$ cat src/rtl/ram_trace_controller.sv
// Trace RAM controller: captures a word stream into a circular buffer on RAM port A and drains it oldest-first from port B.
// Optional macro TRACE_STOP_ON_FULL_EN: stop capturing when full and raise a sticky overflow flag.
module ram_trace_controller #(
  parameter int DATA_W  = 32,
  parameter int ADDR_W  = 8,
  parameter int LATENCY = 1
) (
  input  logic              clk,
  input  logic              rst_n,
  input  logic              in_valid,
  input  logic [DATA_W-1:0] in_data,
  input  logic              dump_req,
  output logic              out_valid,
  input  logic              out_ready,
  output logic [DATA_W-1:0] out_data,
  output logic              out_last,
  output logic              dump_done,
  output logic              busy,
  output logic [ADDR_W:0]   count,
  output logic              overflow,
  output logic              ram_clken,
  output logic [ADDR_W-1:0] ram_address_a,
  output logic              ram_wren_a,
  output logic [DATA_W-1:0] ram_data_a,
  output logic [ADDR_W-1:0] ram_address_b,
  output logic              ram_wren_b,
  input  logic [DATA_W-1:0] ram_q_b
);

  localparam logic [0:0] ST_CAPTURE = 1'b0;
  localparam logic [0:0] ST_DRAIN   = 1'b1;
  localparam int FIFO_D = LATENCY + 1;
  localparam int PW     = $clog2(FIFO_D);
  localparam int CW     = $clog2(FIFO_D + 1);
  localparam int OW     = CW + 1;
  localparam logic [ADDR_W:0] FULL_COUNT = {1'b1, {ADDR_W{1'b0}}};

  logic [0:0]        state;
  logic [ADDR_W-1:0] wr_ptr;
  logic [ADDR_W-1:0] rd_ptr;
  logic [ADDR_W:0]   remaining;
  logic [ADDR_W:0]   delivered;
  logic [LATENCY-1:0] pipe;
  logic [DATA_W-1:0] fifo_mem [FIFO_D];
  logic [PW-1:0]     fifo_rd;
  logic [PW-1:0]     fifo_wr;
  logic [CW-1:0]     fifo_cnt;
  logic [CW-1:0]     inflight;
  logic [OW-1:0]     occupancy;

  logic              capture;
  logic              full;
  logic              wr_accept;
  logic [ADDR_W:0]   count_after_wr;
  logic [ADDR_W-1:0] wr_ptr_after;
  logic              start_dump;
  logic              issue;
  logic              push;
  logic              pop;
  logic              finish;

  assign capture    = ram_clken && (state == ST_CAPTURE);
  assign full       = (count == FULL_COUNT);
`ifdef TRACE_STOP_ON_FULL_EN
  logic drop;
  assign wr_accept  = capture && in_valid && !full;
  assign drop       = capture && in_valid && full;
`else
  assign wr_accept  = capture && in_valid;
`endif
  assign count_after_wr = (wr_accept && !full) ? count + (ADDR_W+1)'(1) : count;
  assign wr_ptr_after   = wr_accept ? wr_ptr + ADDR_W'(1) : wr_ptr;
  assign start_dump     = capture && dump_req;

  assign out_valid = (fifo_cnt != '0);
  assign out_data  = out_valid ? fifo_mem[fifo_rd] : '0;
  assign out_last  = out_valid && (delivered + (ADDR_W+1)'(1) == count);
  assign pop       = out_valid && out_ready;
  assign finish    = (state == ST_DRAIN) && pop && out_last;
  assign push      = pipe[LATENCY-1];

  // Reads in flight plus words queued, less the word leaving this cycle, must leave room in the FIFO.
  always_comb begin
    inflight = '0;
    for (int i = 0; i < LATENCY; i++) begin
      inflight = inflight + CW'(pipe[i]);
    end
    occupancy = OW'(fifo_cnt) + OW'(inflight) - OW'(pop);
    issue     = (state == ST_DRAIN) && (remaining != '0) && (occupancy < OW'(FIFO_D));
  end

  assign busy          = (state == ST_DRAIN);
  assign ram_address_a = wr_ptr;
  assign ram_wren_a    = wr_accept;
  assign ram_data_a    = in_data;
  assign ram_address_b = rd_ptr;
  assign ram_wren_b    = 1'b0;

  always_ff @(posedge clk or negedge rst_n) begin
    if (!rst_n) begin
      state     <= ST_CAPTURE;
      ram_clken <= 1'b0;
      wr_ptr    <= '0;
      rd_ptr    <= '0;
      count     <= '0;
      remaining <= '0;
      delivered <= '0;
      dump_done <= 1'b0;
    end else begin
      ram_clken <= 1'b1;
      dump_done <= 1'b0;
      if (state == ST_CAPTURE) begin
        wr_ptr <= wr_ptr_after;
        count  <= count_after_wr;
        if (start_dump) begin
          if (count_after_wr == '0) begin
            dump_done <= 1'b1;
          end else begin
            state     <= ST_DRAIN;
            // A full buffer has its oldest entry at wr_ptr, which the truncated subtraction yields.
            rd_ptr    <= wr_ptr_after - count_after_wr[ADDR_W-1:0];
            remaining <= count_after_wr;
            delivered <= '0;
          end
        end
      end else begin
        if (issue) begin
          rd_ptr    <= rd_ptr + ADDR_W'(1);
          remaining <= remaining - (ADDR_W+1)'(1);
        end
        if (pop) delivered <= delivered + (ADDR_W+1)'(1);
        if (finish) begin
          state     <= ST_CAPTURE;
          count     <= '0;
          dump_done <= 1'b1;
        end
      end
    end
  end

`ifdef TRACE_STOP_ON_FULL_EN
  always_ff @(posedge clk or negedge rst_n) begin
    if (!rst_n) overflow <= 1'b0;
    else if (drop) overflow <= 1'b1;
  end
`else
  assign overflow = 1'b0;
`endif

  always_ff @(posedge clk or negedge rst_n) begin
    if (!rst_n) begin
      pipe     <= '0;
      fifo_rd  <= '0;
      fifo_wr  <= '0;
      fifo_cnt <= '0;
    end else begin
      pipe <= (pipe << 1) | LATENCY'(issue);
      if (push) fifo_wr <= (fifo_wr == PW'(FIFO_D - 1)) ? '0 : fifo_wr + PW'(1);
      if (pop)  fifo_rd <= (fifo_rd == PW'(FIFO_D - 1)) ? '0 : fifo_rd + PW'(1);
      fifo_cnt <= fifo_cnt + CW'(push) - CW'(pop);
    end
  end

  always_ff @(posedge clk) begin
    if (push) fifo_mem[fifo_wr] <= ram_q_b;
  end

endmodule

$ cat config.mk
export PLATFORM = sky130hd
export DESIGN_NAME = ram_trace_controller
export DESIGN_NICKNAME = d
export VERILOG_FILES = /design/src/rtl/ram_trace_controller.sv
export SDC_FILE = /design/constraint.sdc
export NUM_CORES = 1
export LEC_CHECK = 0
export ABC_AREA = 1
export CORE_AREA = 2 2 117 119
export DETAILED_ROUTE_END_ITERATION = 8
export DIE_AREA = 0 0 119 121
export GPL_ROUTABILITY_DRIVEN = 0
export HOLD_SLACK_MARGIN = 0.15
export PLACE_DENSITY = 0.8
export REMOVE_ABC_BUFFERS = 1
export SYNTH_ARGS = -nofsm -noshare
export SYNTH_HDL_FRONTEND = slang
export SYNTH_SLANG_ARGS = --single-unit
$ cat constraint.sdc
create_clock -name clk -period 2.9 [get_ports clk]
set_clock_uncertainty 0.05 [all_clocks]
set_input_delay 0.87 -clock clk [delete_from_list [all_inputs] [get_ports clk]]
set_output_delay 0.87 -clock clk [all_outputs]
set_load 0.01 [all_outputs]
* Yosys cells after proc, flatten, opt, wreduce, memory -nomap -nowiden
Memories as Yosys holds them, arrays and structs flattened.
Index checks and enable logic that the tools add are counted.
** Operators by class
- Add/subtract/negate cells :: 12
- Bitwise operators :: 1
- Reductions and logical operators :: 17
- Magnitude comparators :: 1
- Multiplexer cells :: 29
- Eq/ne operators :: 6
** Operator list (count)
- $mux W9 :: 11
- $mux W8 :: 5
- $mux W32 :: 1
- $add A9 B1 Y9 const B :: 2
- $add A8 B1 Y8 const B :: 2
- $mux W1 :: 12
- $logic_and A1 B1 Y1 :: 10
- $eq A9 B9 Y1 :: 1
- $eq A9 B9 Y1 const B :: 1
- $logic_not A9 Y1 :: 1
- $reduce_bool A9 Y1 :: 1
- $sub A9 B1 Y9 const B :: 1
- $sub A8 B8 Y8 :: 1
- $ne A2 B1 Y1 const B :: 3
- $reduce_and A3 Y1 :: 2
- $reduce_bool A2 Y1 :: 2
- $add A2 B1 Y3 :: 1
- $lt A3 B2 Y1 const B :: 1
- $sub A3 B1 Y3 :: 1
- $add A1 B1 Y1 const B :: 2
- $add A2 B1 Y2 :: 1
- $ne A2 B2 Y1 const B :: 1
- $sub A2 B1 Y2 :: 1
- $logic_not A1 Y1 :: 1
- $not A1 Y1 :: 1
** Word-level totals
- Input port bits :: 69
- RAM bits :: 64
- Output and inout port bits :: 97
- Logic and storage cells :: 79
- Bits in registers :: 51
- Memories :: 1
** Memories
- fifo_mem :: words 2, width 32, rd ports 1, clocked after memory_dff 0, write ports 1, line 44 : logic [DATA_W-1:0] fifo_mem [FIFO_D];

* Logic depth before layout (Yosys ltp)
Gate-level depths: netlist of the first run.
- Depth in word-level cells :: 9
- Mapped depth :: 21
- Depth with buffers taken out :: 21

* Worst setup path before layout of the first run
OpenSTA, ideal clock, no wires.
- Path kind :: in2reg
- From :: input out_ready
- To :: register rd_ptr[0], in the netlist ram_address_b[0]
- Path buffers :: 1
- Library setup time :: 0.065 ns
- Cell stages on the path :: 12
- Data arrival time :: 2.639 ns
- Path slack :: 0.146 ns
- Data required time :: 2.785 ns
- Cell sequence :: nand2_1 -> inv_1 -> ha_1 -> inv_1 -> ha_1 -> fa_1 -> nor3_1 -> nand2_1 -> nand2_4 -> buf_6 -> nand3_1 -> nand2_1
** Between the ends
- Longest elaborated chain between the ends :: 6
** Ends and longest elaborated chain
- start: declaration :: line 14 : input logic out_ready,
- $logic_and A1 B1 Y1 :: line 78 : assign pop = out_valid && out_ready;
- via pop :: line 59 : logic pop;
- $sub A3 B1 Y3 :: line 88 : occupancy = OW'(fifo_cnt) + OW'(inflight) - OW'(pop);
- via occupancy[1] :: line 49 : logic [OW-1:0] occupancy;
- $lt A3 B2 Y1 :: line 89 : issue = (state == ST_DRAIN) && (remaining != '0) && (occupancy < OW'(FIFO_D));
- $logic_and A1 B1 Y1 :: line 89
- $ne A2 B1 Y1 (no source line)
- $reduce_and A3 Y1 (no source line)
- end signal: assignment :: line 121 : rd_ptr <= wr_ptr_after - count_after_wr[ADDR_W-1:0];
- end signal: assignment :: line 128 : rd_ptr <= rd_ptr + ADDR_W'(1);
- end: declaration :: line 40 : logic [ADDR_W-1:0] rd_ptr;
The timed path passes the listed nets, and every way through them passes these cells.
A chain may end at the register's enable or synchronous reset.

* Worst setup path after layout of the first run
- From :: register delivered[0]
- To :: output out_last
** Between the ends
- Longest elaborated chain between the ends :: 3
** Ends and longest elaborated chain
- start: declaration :: line 42 : logic [ADDR_W:0] delivered;
- start signal: assignment :: line 131 : if (pop) delivered <= delivered + (ADDR_W+1)'(1);
- $add A9 B1 Y9 :: line 77 : assign out_last = out_valid && (delivered + (ADDR_W+1)'(1) == count);
- $eq A9 B9 Y1 :: line 77
- $logic_and A1 B1 Y1 :: line 77
- end: declaration :: line 16 : output logic out_last,
No other way between the ends.

==> results of run 1 <==
[power by group through the flow]
stage | logic [uW] | registers (uW) | clock network, uW
after detailed placement | 4270 | 2460 | 0
after CTS | 4340 | 2460 | 2130
after floorplan | 2210 | 2550 | 0
after global routing | 5050 | 2530 | 2190
final | 4600 | 2480 | 2100
after global placement | 4160 | 2450 | 0
[what timing repair did]
item	CTS	global route
buffers inserted	0	2
setup endpoints to repair	28	36
gates resized for setup	23	52
pin swaps	3	16
[cells in the mapped netlist, types with 2 or more instances]
cell / number / area share, %
inv_1: 64 / 3.8
o21ai_1: 5 / 0.39
nor2_1: 36 / 2.1
clkbuf_1: 13 / 0.76
xor2_1: 23 / 3.1
o21ai_0: 15 / 1.2
nand2_2: 4 / 0.39
nand2_1: 216 / 13
xnor2_1: 4 / 0.55
nand4_1: 8 / 0.78
buf_6: 5 / 0.88
nand3_1: 49 / 3.8
edfxtp_1: 64 / 30
o22ai_2: 6 / 1.2
nand3b_1: 4 / 0.47
a21oi_1: 42 / 3.3
ha_1: 14 / 2.7
nor2_4: 4 / 0.70
nor2_2: 4 / 0.39
dfrtp_1: 51 / 20
inv_2: 6 / 0.35
clkinv_1: 2 / 0.12
conb_1: 2 / 0.12
nor3_1: 6 / 0.47
buf_2: 2 / 0.16
buf_4: 36 / 4.2
nor3_2: 2 / 0.31
nand2_4: 3 / 0.53
o21ai_2: 13 / 1.8
o211ai_1: 2 / 0.23
[flip-flops by register name (all words and copies together), names as in the netlist, 2 cells and up]
register and cells:
ram_address_b 8, remaining 9, fifo_cnt 2, fifo_mem 64, ram_address_a 8, count 9
delivered 9
[cell families (layout without fill, tap and decap cells)]
| family | after synthesis | after routing | synth area share (%) |
|---|---|---|---|
| adder cells (fa/ha/maj) | 15 | 15 | 3.05 |
| other | 2 | 3 | 0.117 |
| AO/OA/AOI/OAI | 87 | 87 | 8.51 |
| flip-flops | 115 | 115 | 50.0 |
| buffers and inverters | 132 | 276 | 10.7 |
| XOR/XNOR | 28 | 28 | 3.95 |
| AND/OR/NAND/NOR | 342 | 342 | 23.7 |
[per-stage QoR]
stage,hold WS [ps],instance area (um^2),instances,total power [uW],setup slack [ps]
finish,255,8600,1042,9190,-106
global route,250,8600,1042,9780,-280
CTS,244,8390,1040,8930,-199
detailed placement,445,7740,1008,6730,-373
global placement,444,7740,1008,6610,-315
floorplan,411,6010,665,4760,-967
[metal layers]
metal  GRT usage [%]  up-vias  routed length [um]
li1                -     2576                   -
met1            30.5     2600                7060
met2            37.1      228                8120
met3            9.87       29                1600
met4            8.26        2                 334
met5            1.84        -                  13
[path summary, 6_finish.rpt]
kind / slack, ps / depth (start not counted) / from / endpoint
worst max-delay path: -110 / 9 / delivered[0]$_DFFE_PN0P_ / out_last
worst min-delay path: 250 / 1 / rst_n / ram_address_b[1]$_DFFE_PN0P_
worst max register to register: 130 / 16 / fifo_cnt[1]$_DFF_PN0_ / remaining[2]$_DFFE_PN0P_
worst min register to register: 460 / 1 / fifo_wr$_DFFE_PN0P_ / fifo_wr$_DFFE_PN0P_
max in group asynchronous: 1880 / 2 / rst_n / fifo_rd$_DFFE_PN0P_
min in group clk: 460 / 1 / fifo_wr$_DFFE_PN0P_ / fifo_wr$_DFFE_PN0P_
[layout make-up]
class | count | area (um^2) | area share, %
clock buffer | 17 | 425 | 4.94
timing repair buffer | 169 | 1570 | 18.2
inverter | 75 | 298 | 3.46
tap | 176 | 220 | 2.56
multi-input combinational | 475 | 2730 | 31.7
clock inverter | 15 | 168 | 1.95
sequential | 115 | 3200 | 37.2
[critical path: stages, from the launching register on]
cell and delay, ps:
dfrtp_1 430, inv_2 80, nor3_4 220, nand3_2 170, nor2_4 140, nand3_1 80, nand2_2 110, o22ai_1 90
nor3_1 190, buf_2 160
==> impl_results.md, run 1 <==
* Status: finished, violations left
* Failing checks: setup timing
* Mapped cell area at ~6400 um^2
* Register bit total from synthesis at roughly 120
* Antenna cells at 0
* Vias in the first global route at slightly above 5000
* Rows at 42
* I/O pin count at approximately 170
* Routed WL at 17100 um
* CTS max path bufs at 2
* PnR worst setup slack at -106 ps
* Core area at between 10000 and 15000 um^2
* Startpoint class of the critical path: flip-flop
* Power Internal at 5560 uW
* Overall Global Routing Usage at around a quarter
* CP endpoint kind: output port
* Worst Hold Class: input pin to async pin
* Port bufs at 99
* Async SR Flop Fraction at between 40% and 50%
* Count of final hold-check violations at 0
* Root Driver: clkbuf_16
* Initial Utilization at just under 50%
* RSZ-0062 raised after global routing: true
* Reg clk slew, reported paths at around 60 ps
* Commonest non-fill, non-tap cells in the layout: nand2_1 (207), clkdlybuf4s50_1 (83), edfxtp_1 (64)
* Total grt overflow at 0
* Post-route DRC at 0
* DR vias/cell at 5.22
* Hold buffers post-CTS at 0
* Antenna Nets Post-Route at 0
* Fillers at approximately 970
* Setup CP Type: flip-flop to output port
* Avg Cell Area, Syn at ~8.9 um^2
* Clock power frac at 22.9%
* Final period util at 104%
* Pwr Density at roughly 1100 nW/um^2
* First-pass GRT wire length at 26600 um
* Part of the power in registers at a little over a quarter
* FMAX at ~330 MHz
* WL per Instance at roughly 16 um
* Post-synthesis sequential area ratio at between 50% and 60%
* Via count at 5435
* Num CTS Buffers at 17
* Distinct cells, synth at 46
* Leak Pwr at 0.00389 uW
* Detailed Routing Iterations Pass 1 at 6
* Cells after synthesis at 721
* Post-synth EDFFs at 64
* VDD IR max at between 0.5 and 0.6 mV
* Psw at approximately 3600 uW
* Most common cell after layout, fill and taps aside: nand2_1
* CP Data Required Time at about 2000 ps
* Max-cap violations at 0
* Initial DRC count at about 350
* Height of the die at ~120 um
* Layout cells sized above 1 at 22.6%
* Antenna violations before repair at 1
* CTS tree: done
* WP data arrival at 2090 ps
* H-tree levels at 4
* Nets at approximately 940
* Min Tclk post-route at ~3000 ps
* Gate power share at between 50% and 60%
* Die area at ~14000 um^2
* TNS Setup at -106 ps
* Sw frac at about two fifths
* Main flop type after synthesis: edfxtp_1
* Max-slew violations at 0
* Clock latency on the worst-skew pair at about 420 ps
* # setup viols final at 1
* Largest net degree at the start of global routing at 33
* Clock Sink Count at between 100 and 150
* Synth-to-Final Area Change at 34.5%
* Chip width at around 120 um
* DP HPWL at roughly 11000 um
* Synth warnings at 0
* Maximum fanout along the worst path at 3
* Finished Core Util at 65.8%
No activity file was read; power rests on OpenSTA's default activity.
==> inputs of run 2 (changes only) <==
--- a/config.mk
+++ b/config.mk
@@ -6,6 +6,7 @@
 export NUM_CORES = 1
 export LEC_CHECK = 0
 export ABC_AREA = 1
+export CAP_MARGIN = 25
 export CORE_AREA = 2 2 117 119
 export DETAILED_ROUTE_END_ITERATION = 8
 export DIE_AREA = 0 0 119 121
@@ -13,6 +14,7 @@
 export HOLD_SLACK_MARGIN = 0.15
 export PLACE_DENSITY = 0.8
 export REMOVE_ABC_BUFFERS = 1
+export SETUP_SLACK_MARGIN = 0.1
 export SYNTH_ARGS = -nofsm -noshare
 export SYNTH_HDL_FRONTEND = slang
 export SYNTH_SLANG_ARGS = --single-unit
==> run 2 against run 1 <==
Effect of this change: the flow still finishes with violations (setup timing); routed wire length increased by 1.6%; sequential cell count unchanged; final cell count increased by 0.48%; critical path type unchanged.
==> impl_results.md, run 2 (synthesized netlist as in run 1, its figures left out) <==
* Final period util at 105%
* I/O pin count at 166
* Met1 Usage GRT at between 30 and 40%
* Clock power frac at 22.8%
* Sw frac at around 40%
* Min Tclk post-route at approximately 3000 ps
* Max-cap violations at 0
* Pwr Density at roughly 1100 nW/um^2
* H-tree levels at 4
* Status: finished, violations left
* # setup viols final at 1
* Height of the die at 121 um
* Dpl ws at -373 ps
* Vias in the first global route at ~5300
* Antenna cells at 0
* Die area at between 10000 and 15000 um^2
* Antenna violations before repair at 0
* Psw at 3670 uW
* Met2 usage at around two fifths
* Commonest non-fill, non-tap cells in the layout: nand2_1 (209), buf_4 (67), edfxtp_1 (64)
* Initial DRC count at 358
* Maximum fanout along the worst path at 3
* RSZ-0062 raised after global routing: true
* Post-route DRC at 0
* Nets at between 900 and 1000
* Initial Utilization at approximately half
* Clock latency on the worst-skew pair at ~420 ps
* Antenna Nets Post-Route at 0
* Layout cells sized above 1 at 22.3%
* Num CTS Buffers at 17
* DP HPWL at between 10000 and 15000 um
* WL per Instance at ~17 um
* Gate power share at 50.1%
* DR vias/cell at around 5.2
* CP Data Required Time at 1980 ps
* Final hold slack at approximately 260 ps
* Synth-to-Final Area Change at 35.1%
* Grt peak-use layer: met2
* R2R cell count at 14
* Routed WL at approximately 17000 um
* Rows at 42
* Hold buffers post-CTS at 0
* Total Power at between 9000 and 10000 uW
* Part of the power in registers at 27.0%
* Root Driver: clkbuf_16
* Count of final hold-check violations at 0
* Worst r2r src: fifo_cnt[1]$_DFF_PN0_
* Failing checks: setup timing
* WP data arrival at between 2000 and 2500 ps
* FMAX at roughly 330 MHz
* First-pass GRT wire length at 27100 um
* Core area at 13100 um^2
* Chip width at 119 um
* CTS tree: done
* CTS max path bufs at 2
* Reg2Reg Setup Slack at 170 ps
* Worst Hold Class: input pin to async pin
* VDD IR max at approximately 0.55 mV
* Reg clk slew, reported paths at ~60 ps
* Most common cell after layout, fill and taps aside: nand2_1
* Met3 GRT Util at under 10%
* PnR worst setup slack at -136 ps
* Reg-to-reg endpoint: remaining[2]$_DFFE_PN0P_
* Setup CP Type: flip-flop to output port
* Startpoint class of the critical path: flip-flop
* Largest net degree at the start of global routing at 33
* Detailed Routing Iterations Pass 1 at 5
* Max-slew violations at 0
* Largest reg by FF count: fifo_mem
* Port bufs at just under 100
* Via count at about 5500
* CP endpoint kind: output port
* Clock Sink Count at around 120
* Max reg flops at 64
* Total grt overflow at 0
* Overall Global Routing Usage at 24.6%
* Leak Pwr at approximately 0.004 uW
* Power Internal at ~5600 uW
run 2: changes by cell type in the layout (fill, tap and decap cells not counted), moves of 2 or more:
cell,change
nor2_2,-2
o21ai_1,+2
nand2_1,+2
a21oi_1,-2
nand3_1,+3
nand3_2,-3
dlygate4sd2_1,+13
buf_4,+4
xnor2_2,-2
o21ai_0,-2
clkdlybuf4s50_1,-20
nand2_2,-2
a21oi_2,+2
dlymetal6s2s_1,+6
run 2: worst max path at each step:
stage	from	slack (ps)	end
2_1_floorplan	fifo_cnt[1]$_DFF_PN0_	-970	ram_address_b[5]$_DFFE_PN0P_
3_3_place_gp	out_ready	-320	remaining[7]$_DFFE_PN0P_
3_5_place_dp	out_ready	-370	ram_address_b[7]$_DFFE_PN0P_
4_1_cts	delivered[0]$_DFFE_PN0P_	-140	out_last
5_1_grt	delivered[0]$_DFFE_PN0P_	-280	out_last
6_report	delivered[0]$_DFFE_PN0P_	-140	out_last
run 2: worst max-delay path, cell delays in order, from the launching register on:
cell and delay (ps):
dfrtp_1 430, inv_2 90, nor3_4 220, nand3_2 160
xor2_2 200, xor2_1 150, inv_1 60, nand3_1 80
nor3_1 160, buf_2 150
run 2: power by group through the flow:
stage | Combinational [uW] | Sequential (uW) | Clock, uW
2_1_floorplan | 2210 | 2550 | 0
3_3_place_gp | 4160 | 2450 | 0
3_5_place_dp | 4270 | 2460 | 0
4_1_cts | 4420 | 2470 | 2130
5_1_grt | 5070 | 2540 | 2190
6_report | 4630 | 2500 | 2110
run 2: what timing repair did:
action                                  4_1_cts  5_1_grt
cloned                                        1        0
endpoints found under the hold margin         0        0
pin swaps                                    11       18
resized for setup                            52       41
setup buffers                                 4        2
endpoints found under the setup margin       51       39
run 2: routing by layer:
metal,wire length (um),vias up
met5,0,-
met4,365,0
met3,1490,31
met2,8300,224
met1,7240,2635
li1,-,2601
run 2: layout make-up:
| cell class | instances | area, um^2 |
|---|---|---|
| Multi-Input combinational cell | 475 | 2700 |
| Timing Repair Buffer | 174 | 1630 |
| Clock buffer | 17 | 425 |
| Inverter | 75 | 298 |
| Tap cell | 176 | 220 |
| Fill cell | 951 | 4450 |
| Sequential cell | 115 | 3200 |
| Clock inverter | 15 | 168 |
run 2: through the flow:
step	util (%)	instances	TNS (ps)	cell area [um^2]
after floorplan	-	665	-15440	6010
after global placement	59.2	1008	-6980	7740
after detailed placement	59.2	1008	-8040	7740
after CTS	64.8	1045	-145	8480
after global routing	66.0	1047	-369	8640
final	66.0	1047	-136	8640
==> inputs of run 3 (changes only) <==
--- a/config.mk
+++ b/config.mk
@@ -7,12 +7,12 @@
 export LEC_CHECK = 0
 export ABC_AREA = 1
 export CAP_MARGIN = 25
-export CORE_AREA = 2 2 117 119
+export CORE_AREA = 2 2 121 123
 export DETAILED_ROUTE_END_ITERATION = 8
-export DIE_AREA = 0 0 119 121
+export DIE_AREA = 0 0 123 125
 export GPL_ROUTABILITY_DRIVEN = 0
 export HOLD_SLACK_MARGIN = 0.15
-export PLACE_DENSITY = 0.8
+export PLACE_DENSITY = 0.75
 export REMOVE_ABC_BUFFERS = 1
 export SETUP_SLACK_MARGIN = 0.1
 export SYNTH_ARGS = -nofsm -noshare
==> run 3 against run 2 <==
Effect of this change: the run still ends with setup timing left; non-clock buffer count increased by 4; final cell count increased by 1.2%; worst hold slack improved by 150 ps; total power shrank 0.54%; critical path depth is 1 higher; critical path type unchanged; routed wire length fell by 5.9%; cell area rose by 0.85%; clock-buffer cell count did not move; setup slack better by 18 ps; combinational power down 2%; first-iteration DRC count is 9.2% lower; largest cell class unchanged; register-to-register slack improved by 90 ps.
==> impl_results.md, run 3 (synthesized netlist as in run 1, its figures left out) <==
* Reg-to-reg endpoint: ram_address_b[6]$_DFFE_PN0P_
* Reg2Reg Setup Slack at ~260 ps
* CTS max path bufs at 2
* Rows at between 40 and 50
* Port bufs at 99
* Pwr Density at ~1100 nW/um^2
* Antenna violations before repair at 0
* Chip width at between 100 and 150 um
* Setup CP Type: flip-flop to output port
* Routed WL at around 16000 um
* VDD IR max at a little over 0.6 mV
* DR vias/cell at between 5 and 6
* Worst r2r src: fifo_cnt[0]$_DFF_PN0_
* WL per Instance at approximately 15 um
* Antenna cells at 0
* CP bufs+invs at 1
* Clock latency on the worst-skew pair at 410 ps
* Reg clk slew, reported paths at approximately 60 ps
* Num CTS Buffers at 17
* Clock Sink Count at approximately 120
* WP data arrival at 2100 ps
* CP Data Required Time at 1980 ps
* Post-route DRC at 0
* Critical path's largest stage delay at approximately 400 ps
* Die area at 15400 um^2
* Crit path launch: delivered[1]$_DFFE_PN0P_
* Worst path most repeated cell: nand2_1
* PnR worst setup slack at -117 ps
* R2R cell count at 13
* First-pass GRT wire length at ~25000 um
* Synth-to-Final Area Change at 36.2%
* Fillers at ~1200
* Core area at 14200 um^2
* Total grt overflow at 0
* Worst Hold Class: input pin to async pin
* Startpoint class of the critical path: flip-flop
* Worst slew margin at 60.9%
* Hold buffers post-CTS at 0
* Slew of the pin with the lowest slew margin at roughly 590 ps
* Maximum fanout along the worst path at 3
* # setup viols final at 1
* Overall Global Routing Usage at between 20 and 25%
* Height of the die at 125 um
* Nets at 947
* Max reg flops at between 60 and 70
* CTS tree: done
* Most common cell after layout, fill and taps aside: nand2_1
* Failing checks: setup timing
* CP top delay family: simple AND/OR/NAND/NOR gates
* Max-cap violations at 0
* FMAX at between 300 and 400 MHz
* Vias in the first global route at around 5000
* Final period util at 104%
* Antenna Nets Post-Route at 0
* Count of final hold-check violations at 0
* Largest reg by FF count: fifo_mem
* Initial Utilization at a little under half
* RSZ-0062 raised after global routing: true
* Leak Pwr at 0.00414 uW
* Worst path cell trace: ha_4, nand4_1, nor2_1, nand2_1, o21ai_2, nand2_2, nand2_1, nand2_1, nor3_2, buf_2
* Final instance area at roughly 8700 um^2
* Initial DRC count at around 330
* Max-slew violations at 0
* CP endpoint kind: output port
* Status: finished, violations left
* Dpl cell area at 7790 um^2
* Slowest CP cell: dfrtp_1
* DP HPWL at about 11000 um
* Commonest non-fill, non-tap cells in the layout: nand2_1 (211), buf_4 (72), edfxtp_1 (64)
* Largest net degree at the start of global routing at 33
* Min Tclk post-route at approximately 3000 ps
* Dpl ws at -409 ps
* I/O pin count at 166
* Root Driver: clkbuf_16
* Detailed Routing Iterations Pass 1 at 5
* Via count at 5314
* Layout cells sized above 1 at 22.8%
* H-tree levels at 4
## run 3: cell count changes in the layout (fill, tap and decap cells not counted), moves of 3 or more
cell / previous run / this run
buf_4: 67 / 72
dlymetal6s2s_1: 13 / 18
dlygate4sd2_1: 20 / 16
clkinv_4: 3 / 6
clkinvlp_4: 3 / 0
inv_6: 8 / 5
## run 3: metrics by stage
stage | power (uW) | util (%) | TNS (ps) | instances | hold WS (ps)
floorplan | 4760 | - | -15440 | 665 | 411
global placement | 6650 | 54.8 | -7110 | 1019 | 447
detailed placement | 6740 | 54.8 | -7950 | 1019 | 456
CTS | 9080 | 60.1 | -115 | 1055 | 413
global route | 9780 | 61.3 | -255 | 1060 | 434
finish | 9180 | 61.3 | -117 | 1060 | 402
## run 3: repair_timing
item / 4_1_cts / 5_1_grt
hold endpoints to repair: 0 / 0
gates resized for setup: 43 / 43
setup endpoints to repair: 51 / 42
pin swaps: 15 / 16
cloned: 2 / 0
buffers inserted: 2 / 5
## run 3: final cells by class
cell class                      instances  area (um^2)  area share, %
Multi-Input combinational cell        476         2700           30.9
Inverter                               75          294           3.37
Sequential cell                       115         3200           36.7
Timing Repair Buffer                  178         1670           19.2
Tap cell                              184          230           2.64
Clock inverter                         15          196           2.25
Clock buffer                           17          425           4.88
## run 3: power breakdown
| part | internal (uW) | switching, uW | leakage (uW) |
|---|---|---|---|
| logic | 2100 | 2430 | 0.00260 |
| clock network | 1380 | 799 | 0.000307 |
| registers | 2170 | 300 | 0.00124 |
| total | 5650 | 3530 | 0.00414 |
## run 3: worst max-delay path by stage
stage	slack, ps	cells after the start	endpoint
after floorplan	-970	14	ram_address_b[5]$_DFFE_PN0P_
after global placement	-360	13	ram_address_b[5]$_DFFE_PN0P_
after detailed placement	-410	13	ram_address_b[7]$_DFFE_PN0P_
after CTS	-110	9	out_last
after global routing	-250	11	out_last
final	-120	10	out_last
## run 3: worst register-to-register path, cell delays in order, from the launching register on
cell	delay (ps)
dfrtp_1	400
nor2_4	180
inv_2	70
nand2_1	80
inv_1	40
ha_1	280
inv_1	60
ha_2	170
fa_2	470
nor3_4	210
nand2_2	120
buf_4	170
a21oi_1	140
a21oi_1	80
## run 3: layer usage
| layer | routed length (um) | GRT usage, % | up-vias | share of wire, % |
|---|---|---|---|---|
| li1 | - | - | 2605 | - |
| met1 | 7280 | 28.6 | 2506 | 45 |
| met2 | 7320 | 31.6 | 177 | 45 |
| met3 | 1420 | 8.94 | 22 | 8.7 |
| met4 | 235 | 6.08 | 4 | 1.4 |
| met5 | 106 | 4.93 | - | 0.65 |
